==> src/rtl/fir_ctrl_pkg.sv <==
// Shared types and constants for the FIR coefficient sequencer.
package fir_ctrl_pkg;
  typedef enum logic [1:0] {IDLE, LOAD, RUN} state_e;
  typedef enum logic {MODE_IMPULSE, MODE_PASS} mode_e;
  localparam logic [31:0] FP_ONE = 32'h3F80_0000;
endpackage

==> src/rtl/coef_ram.sv <==
// Coefficient store: one write port, one synchronous read port, contents not reset.
module coef_ram #(
  parameter int DW    = 32,
  parameter int NTAPS = 103,
  parameter int AW    = $clog2(NTAPS)
) (
  input  logic          i_clk,
  input  logic          i_we,
  input  logic [AW-1:0] i_waddr,
  input  logic [DW-1:0] i_wdata,
  input  logic          i_re,
  input  logic [AW-1:0] i_raddr,
  output logic [DW-1:0] o_rdata
);
  logic [DW-1:0] mem [NTAPS];
  logic [DW-1:0] rdata_q;

  always_ff @(posedge i_clk) begin
    if (i_we) mem[i_waddr] <= i_wdata;
    if (i_re) rdata_q <= mem[i_raddr];
  end

  assign o_rdata = rdata_q;
endmodule

==> src/rtl/fir_coef_sequencer.sv <==
// Loads NTAPS host-written coefficients into a serial-load FIR, then drives its
// sample input with a periodic impulse or a registered copy of live samples.
module fir_coef_sequencer
  import fir_ctrl_pkg::*;
#(
  parameter int            DW          = 32,
  parameter int            NTAPS       = 103,
  parameter int            AW          = $clog2(NTAPS),
  parameter int            PERIOD      = 201,
  parameter logic [DW-1:0] IMPULSE_VAL = DW'(FP_ONE)
) (
  input  logic          i_clk,
  input  logic          i_reset,
  input  logic          i_ce,
  input  logic          i_start,
  input  logic          i_mode,
  input  logic          i_cfg_wr,
  input  logic [AW-1:0] i_cfg_addr,
  input  logic [DW-1:0] i_cfg_data,
  input  logic [DW-1:0] i_sample,
  output logic          o_tap_wr,
  output logic [DW-1:0] o_tap,
  output logic [DW-1:0] o_sample,
  output logic          o_ce,
  output logic          o_busy,
  output logic          o_loaded,
  output logic          o_err
);
  localparam int            CW        = $clog2(PERIOD);
  localparam logic [AW-1:0] LAST_ADDR = AW'(NTAPS - 1);
  localparam logic [CW-1:0] PER_LAST  = CW'(PERIOD - 1);

  state_e        state_q, state_d;
  mode_e         mode_q, mode_d;
  logic          start_q;
  logic [AW-1:0] addr_q, addr_d;
  logic          issue_q, issue_d;
  logic          rd_vld_q, rd_vld_d;
  logic          rd_last_q, rd_last_d;
  logic [CW-1:0] cnt_q, cnt_d;
  logic          tap_wr_q, tap_wr_d;
  logic [DW-1:0] tap_q, tap_d;
  logic [DW-1:0] sample_q, sample_d;
  logic          ce_q, ce_d;
  logic          busy_q, busy_d;
  logic          loaded_q, loaded_d;
  logic          err_q, err_d;
  logic [DW-1:0] rd_data;
  logic          start_edge, rd_en, cfg_ok, ram_we;

  assign start_edge = i_start & ~start_q;
  assign rd_en      = (state_q == LOAD) & issue_q;
  assign cfg_ok     = (state_q == IDLE) && (i_cfg_addr <= LAST_ADDR);
  assign ram_we     = i_cfg_wr & cfg_ok & ~i_reset;

  coef_ram #(.DW(DW), .NTAPS(NTAPS), .AW(AW)) u_ram (
    .i_clk   (i_clk),
    .i_we    (ram_we),
    .i_waddr (i_cfg_addr),
    .i_wdata (i_cfg_data),
    .i_re    (rd_en),
    .i_raddr (addr_q),
    .o_rdata (rd_data)
  );

  always_comb begin
    state_d   = state_q;
    mode_d    = mode_q;
    addr_d    = addr_q;
    issue_d   = issue_q;
    cnt_d     = cnt_q;
    loaded_d  = loaded_q;
    err_d     = err_q | (i_cfg_wr & ~cfg_ok);
    // Read pipeline: address -> RAM register -> tap output register.
    rd_vld_d  = rd_en;
    rd_last_d = rd_en && (addr_q == LAST_ADDR);
    tap_wr_d  = rd_vld_q;
    tap_d     = rd_vld_q ? rd_data : '0;
    sample_d  = '0;
    ce_d      = 1'b0;
    unique case (state_q)
      IDLE: if (start_edge) begin
        state_d  = LOAD;
        addr_d   = '0;
        issue_d  = 1'b1;
        loaded_d = 1'b0;
      end
      LOAD: begin
        if (rd_en) begin
          if (addr_q == LAST_ADDR) issue_d = 1'b0;
          else                     addr_d  = addr_q + 1'b1;
        end
        if (rd_last_q) begin
          state_d  = RUN;
          loaded_d = 1'b1;
          cnt_d    = '0;
          mode_d   = mode_e'(i_mode);
        end
      end
      RUN: if (!i_start) begin
        state_d = IDLE;
      end else begin
        ce_d = i_ce;
        if (mode_q == MODE_PASS) begin
          sample_d = i_ce ? i_sample : sample_q;
        end else begin
          sample_d = (i_ce && cnt_q == PER_LAST) ? IMPULSE_VAL : '0;
          if (i_ce) cnt_d = (cnt_q == PER_LAST) ? '0 : cnt_q + 1'b1;
        end
      end
      default: state_d = IDLE;
    endcase
    busy_d = (state_d != IDLE);
  end

  always_ff @(posedge i_clk) begin
    if (i_reset) begin
      state_q   <= IDLE;
      mode_q    <= MODE_IMPULSE;
      start_q   <= 1'b1;
      addr_q    <= '0;
      issue_q   <= 1'b0;
      rd_vld_q  <= 1'b0;
      rd_last_q <= 1'b0;
      cnt_q     <= '0;
      tap_wr_q  <= 1'b0;
      tap_q     <= '0;
      sample_q  <= '0;
      ce_q      <= 1'b0;
      busy_q    <= 1'b0;
      loaded_q  <= 1'b0;
      err_q     <= 1'b0;
    end else begin
      state_q   <= state_d;
      mode_q    <= mode_d;
      start_q   <= i_start;
      addr_q    <= addr_d;
      issue_q   <= issue_d;
      rd_vld_q  <= rd_vld_d;
      rd_last_q <= rd_last_d;
      cnt_q     <= cnt_d;
      tap_wr_q  <= tap_wr_d;
      tap_q     <= tap_d;
      sample_q  <= sample_d;
      ce_q      <= ce_d;
      busy_q    <= busy_d;
      loaded_q  <= loaded_d;
      err_q     <= err_d;
    end
  end

  assign o_tap_wr = tap_wr_q;
  assign o_tap    = tap_q;
  assign o_sample = sample_q;
  assign o_ce     = ce_q;
  assign o_busy   = busy_q;
  assign o_loaded = loaded_q;
  assign o_err    = err_q;
endmodule

==> config.mk <==
export PLATFORM = sky130hd
export DESIGN_NAME = fir_coef_sequencer
export DESIGN_NICKNAME = d
export VERILOG_FILES = /design/src/rtl/fir_ctrl_pkg.sv /design/src/rtl/coef_ram.sv /design/src/rtl/fir_coef_sequencer.sv
export SDC_FILE = /design/constraint.sdc
export NUM_CORES = 2
export LEC_CHECK = 0
export BUFFER_PORTS_ARGS = -buffer_cell sky130_fd_sc_hd__buf_2
export CORE_MARGIN = 5
export CORE_UTILIZATION = 60
export DETAILED_ROUTE_END_ITERATION = 16
export HOLD_SLACK_MARGIN = 0.08
export PLACE_DENSITY_LB_ADDON = 0.3
export SLEW_MARGIN = 10
export SYNTH_ARGS = -nofsm -noshare
export SYNTH_HDL_FRONTEND = slang
export SYNTH_SLANG_ARGS = --single-unit
==> constraint.sdc <==
create_clock -name i_clk -period 4.5 [get_ports i_clk]
set_input_delay 0.675 -clock i_clk [delete_from_list [all_inputs] [get_ports i_clk]]
set_output_delay 0.675 -clock i_clk [all_outputs]
set_load 0.03 [all_outputs]
==> flow_metrics.env <==
export IMPL_post_cts_resize_count=0
export IMPL_synth_fp_nets=6037
export IMPL_dr_pass1_iters=8
export IMPL_final_core_util_pct=68.28
export IMPL_power_clock_fraction_pct=42.8
export IMPL_antenna_violating_nets_post_route=0
export IMPL_antenna_violations_before_repair=32
export IMPL_setup_worst_path_start="addr_q[1]$_SDFFE_PP0P_"
export IMPL_total_power_w=0.06297
export IMPL_io_count=146
export IMPL_netlist_area_um2=130200
export IMPL_clk_pin_slew_worst_paths_ns=0.06
export IMPL_rr_startpoint="addr_q[1]$_SDFFE_PP0P_"
export IMPL_final_period_utilization_pct=89.38
export IMPL_cts_hold_buffers=27
export IMPL_detailedPlacementHpwl_um=221700
export IMPL_power_net_switching_w=0.01246
export IMPL_fp_dieH_um=475.8
export IMPL_postCtsSetupBuffers=0
export IMPL_htree_levels=5
export IMPL_drc=0
export IMPL_final_layout_size_suffix_gt1_share_pct=27.67
export IMPL_synth_async_sr_flop_share_pct=0
export IMPL_buffer_ports_inserted=145
export IMPL_timing_worst_setup_path_type="reg -> reg"
export IMPL_synthesis_instances=5956
export IMPL_place_congestion=0.9156
export IMPL_vias_cell=7.127
export IMPL_worst_hold_launch="i_sample[27]"
export IMPL_fin_worst_skew_ns=0.05878
export IMPL_yosys_cell_types_count=72
export IMPL_placement_rows=171
export IMPL_rsz0062_at_grt="no"
export IMPL_power_share_sequential_pct=55.5
export IMPL_reg2reg_setup_slack_ns=0.48
export IMPL_hp_class="in -> reg"
export IMPL_critical_path_required_ns=5.29
export IMPL_grt_overflow_total=0
export IMPL_irDropWorstVdd_mv=0.4419
export IMPL_fmax_mhz=248.6
export IMPL_period_minus_ws_final_ns=4.022
export IMPL_worst_ep_arrival_time_ns=4.81
export IMPL_timing_critical_path_fanout_max=38
export IMPL_finish_instance_area_um2=147800
export IMPL_worst_slew_margin_rel_pct=9.976
export IMPL_grt_total_usage_pct=33.14
export IMPL_sequential_share_of_the_synthesized_area_pct=78.15
export IMPL_largest_net_degree_at_the_start_of_global_routing=104
export IMPL_clk_latency_worst_skew_pair_ns=0.97
export IMPL_clock_tree_from_tritoncts="done"
export IMPL_ctsRootBufferMaster="clkbuf_16"
export IMPL_cts_sinks=3419
export IMPL_synth_largest_area_cell="edfxtp_1"
export IMPL_design_final_nets=6601
export IMPL_initialDrtViolationCount=11730
export IMPL_design_core_area_um2=216500
export IMPL_synth_top_area_share_pct=76.75
export IMPL_post_dp_cell_area_um2=137100
export IMPL_die_x_um=475.8
export IMPL_finalMaxSlewViolations=0
export IMPL_number_of_global_route_vias_before_repair=67200
export IMPL_max_clock_path_buffers=4
export IMPL_dr_vias=68780
export IMPL_setup_worst_path_start_class="flop"
export IMPL_area_growth_synth_to_final_pct=13.54
export IMPL_dominant_synthesized_flop_cell="edfxtp_1"
export IMPL_cell_internal_pwr_w=0.05051
export IMPL_power_frac_comb_pct=1.7
export IMPL_final_hold_violations=0
export IMPL_synth_edff_count=3328
export IMPL_most_common_layout_cells="edfxtp_1 (3328), mux4_2 (738), buf_4 (353)"
export IMPL_dieArea_um2=226400
export IMPL_synth_warning_count=0
export IMPL_finalWirelength_um=372700
export IMPL_netlist_top_cells_area="edfxtp_1 (77%), mux4_2 (13%), mux2i_1 (2.3%)"
export IMPL_layout_cells_most_common="edfxtp_1"
export IMPL_max_cap_viols=0
export IMPL_post_synth_cell_area_avg_um2=21.86
export IMPL_tritoncts_num_buffers=347
export IMPL_hold_path_depth=4
export IMPL_power_leakage_nw=45.85
export IMPL_synth_seq_cells=3419
export IMPL_critPathCaptureType="flop"
export IMPL_timing_final_setup_violations=0
export IMPL_floorplan_initialDensity_pct=60.14
export IMPL_worst_slew_pin_slew_ns=1.332
export IMPL_timing_reg2reg_worst_path_depth=7
export IMPL_wl_per_cell_um=38.62
export IMPL_power_per_standard_cell_area_nw_per_um2=425.9
export IMPL_swShare_pct=19.79
export IMPL_run_status="finished clean"
export IMPL_hold_end="o_sample[27]$_SDFFE_PP0P_"
export IMPL_finalSetupTns_ns=0
export IMPL_reg2reg_to="u_ram.o_rdata[26]$_DFFE_PP_"
export IMPL_grt_first_pass_wirelength_um=518400
[cells in the mapped netlist, drive strengths merged, types with 23 or more instances]
cell,count
edfxtp,3328
clkbuf,127
mux2,23
mux4,738
and2,37
nand3,38
o221ai,32
a22o,40
a211oi,30
dfxtp,91
nand2,185
buf,205
mux2i,299
a2111oi,23
o21ai,83
o211ai,34
nor2,190
o22ai,81
a22oi,57
a21oi,72
[power groups by stage]
stage | clock network, W | registers (W) | logic, W
after floorplan | 0 | 0.0356 | 0.000253
after global placement | 0 | 0.0356 | 0.000974
after detailed placement | 0 | 0.0356 | 0.00102
after CTS | 0.0271 | 0.0350 | 0.00104
after global routing | 0.0286 | 0.0349 | 0.00110
final | 0.0269 | 0.0350 | 0.00106
[worst max-delay path by stage]
stage                                        to  slack, ns  depth (start not counted)
floorplan            u_ram.mem[30][0]$_DFFE_PP_       1.09                          6
global placement    u_ram.o_rdata[17]$_DFFE_PP_       0.60                          7
detailed placement  u_ram.o_rdata[28]$_DFFE_PP_       0.55                          6
CTS                 u_ram.o_rdata[28]$_DFFE_PP_       0.51                          6
global route        u_ram.o_rdata[26]$_DFFE_PP_       0.41                          7
finish              u_ram.o_rdata[26]$_DFFE_PP_       0.48                          7
[flip-flops by register name (all words and copies together), names as in the netlist]
signal,cells
o_ce,1
start_q,1
o_busy,1
cnt_q,8
issue_q,1
o_err,1
rd_vld_q,1
o_loaded,1
u_ram.o_rdata,32
u_ram.mem,3296
rd_last_q,1
o_tap_wr,1
addr_q,7
o_sample,32
o_tap,32
state_q,2
mode_q,1
[routing by layer]
metal / vias to the layer above / part of all wire, % / track usage (%)
li1: 26220 / - / -
met2: 5921 / 46 / 49.42
met1: 35600 / 34 / 45.18
met3: 1013 / 14 / 9.269
met4: 16 / 6.7 / 18.21
met5: - / 0.029 / 0
[final cells by class]
cell class,instances,area (µm²)
flip-flops and latches,3419,101800
fillers,12830,68680
multi-input cells,2193,27370
clock buffers,446,9219
repair buffers,547,4567
well taps,2854,3571
clock inverters,162,1246
inverters,12,50.05
diodes,17,42.54
[stage by stage]
| stage | instances | hold slack, ns | setup WS, ns |
|---|---|---|---|
| after floorplan | 5956 | 0.4203 | 1.095 |
| after global placement | 8998 | 0.4680 | 0.5992 |
| after detailed placement | 8998 | 0.4832 | 0.5541 |
| after CTS | 9633 | 0.08472 | 0.5134 |
| after global routing | 9643 | 0.1467 | 0.4134 |
| final | 9650 | 0.1383 | 0.4781 |
[critical path, cell delays in order, from the launching register on]
cell	delay, ns
dfxtp_4	0.81
buf_4	0.66
buf_4	0.53
mux2i_1	0.15
o221ai_1	0.20
a21oi_1	0.08
a221oi_1	1.10
o32a_1	0.26
[logic make-up (layout without fill, tap and decap cells)]
| family | count (synthesis) | after routing | synth area share (%) |
|---|---|---|---|
| other | 0 | 17 | 0 |
| flip-flops | 3419 | 3419 | 78.15 |
| AND/OR/NAND/NOR | 549 | 549 | 1.912 |
| XOR/XNOR | 12 | 12 | 0.08072 |
| AO/OA/AOI/OAI | 568 | 568 | 3.081 |
| buffers and inverters | 344 | 1167 | 1.475 |
| adder cells (fa/ha/maj) | 4 | 4 | 0.03844 |
| multiplexers | 1060 | 1060 | 15.26 |
No activity file was read; power rests on OpenSTA's default activity.
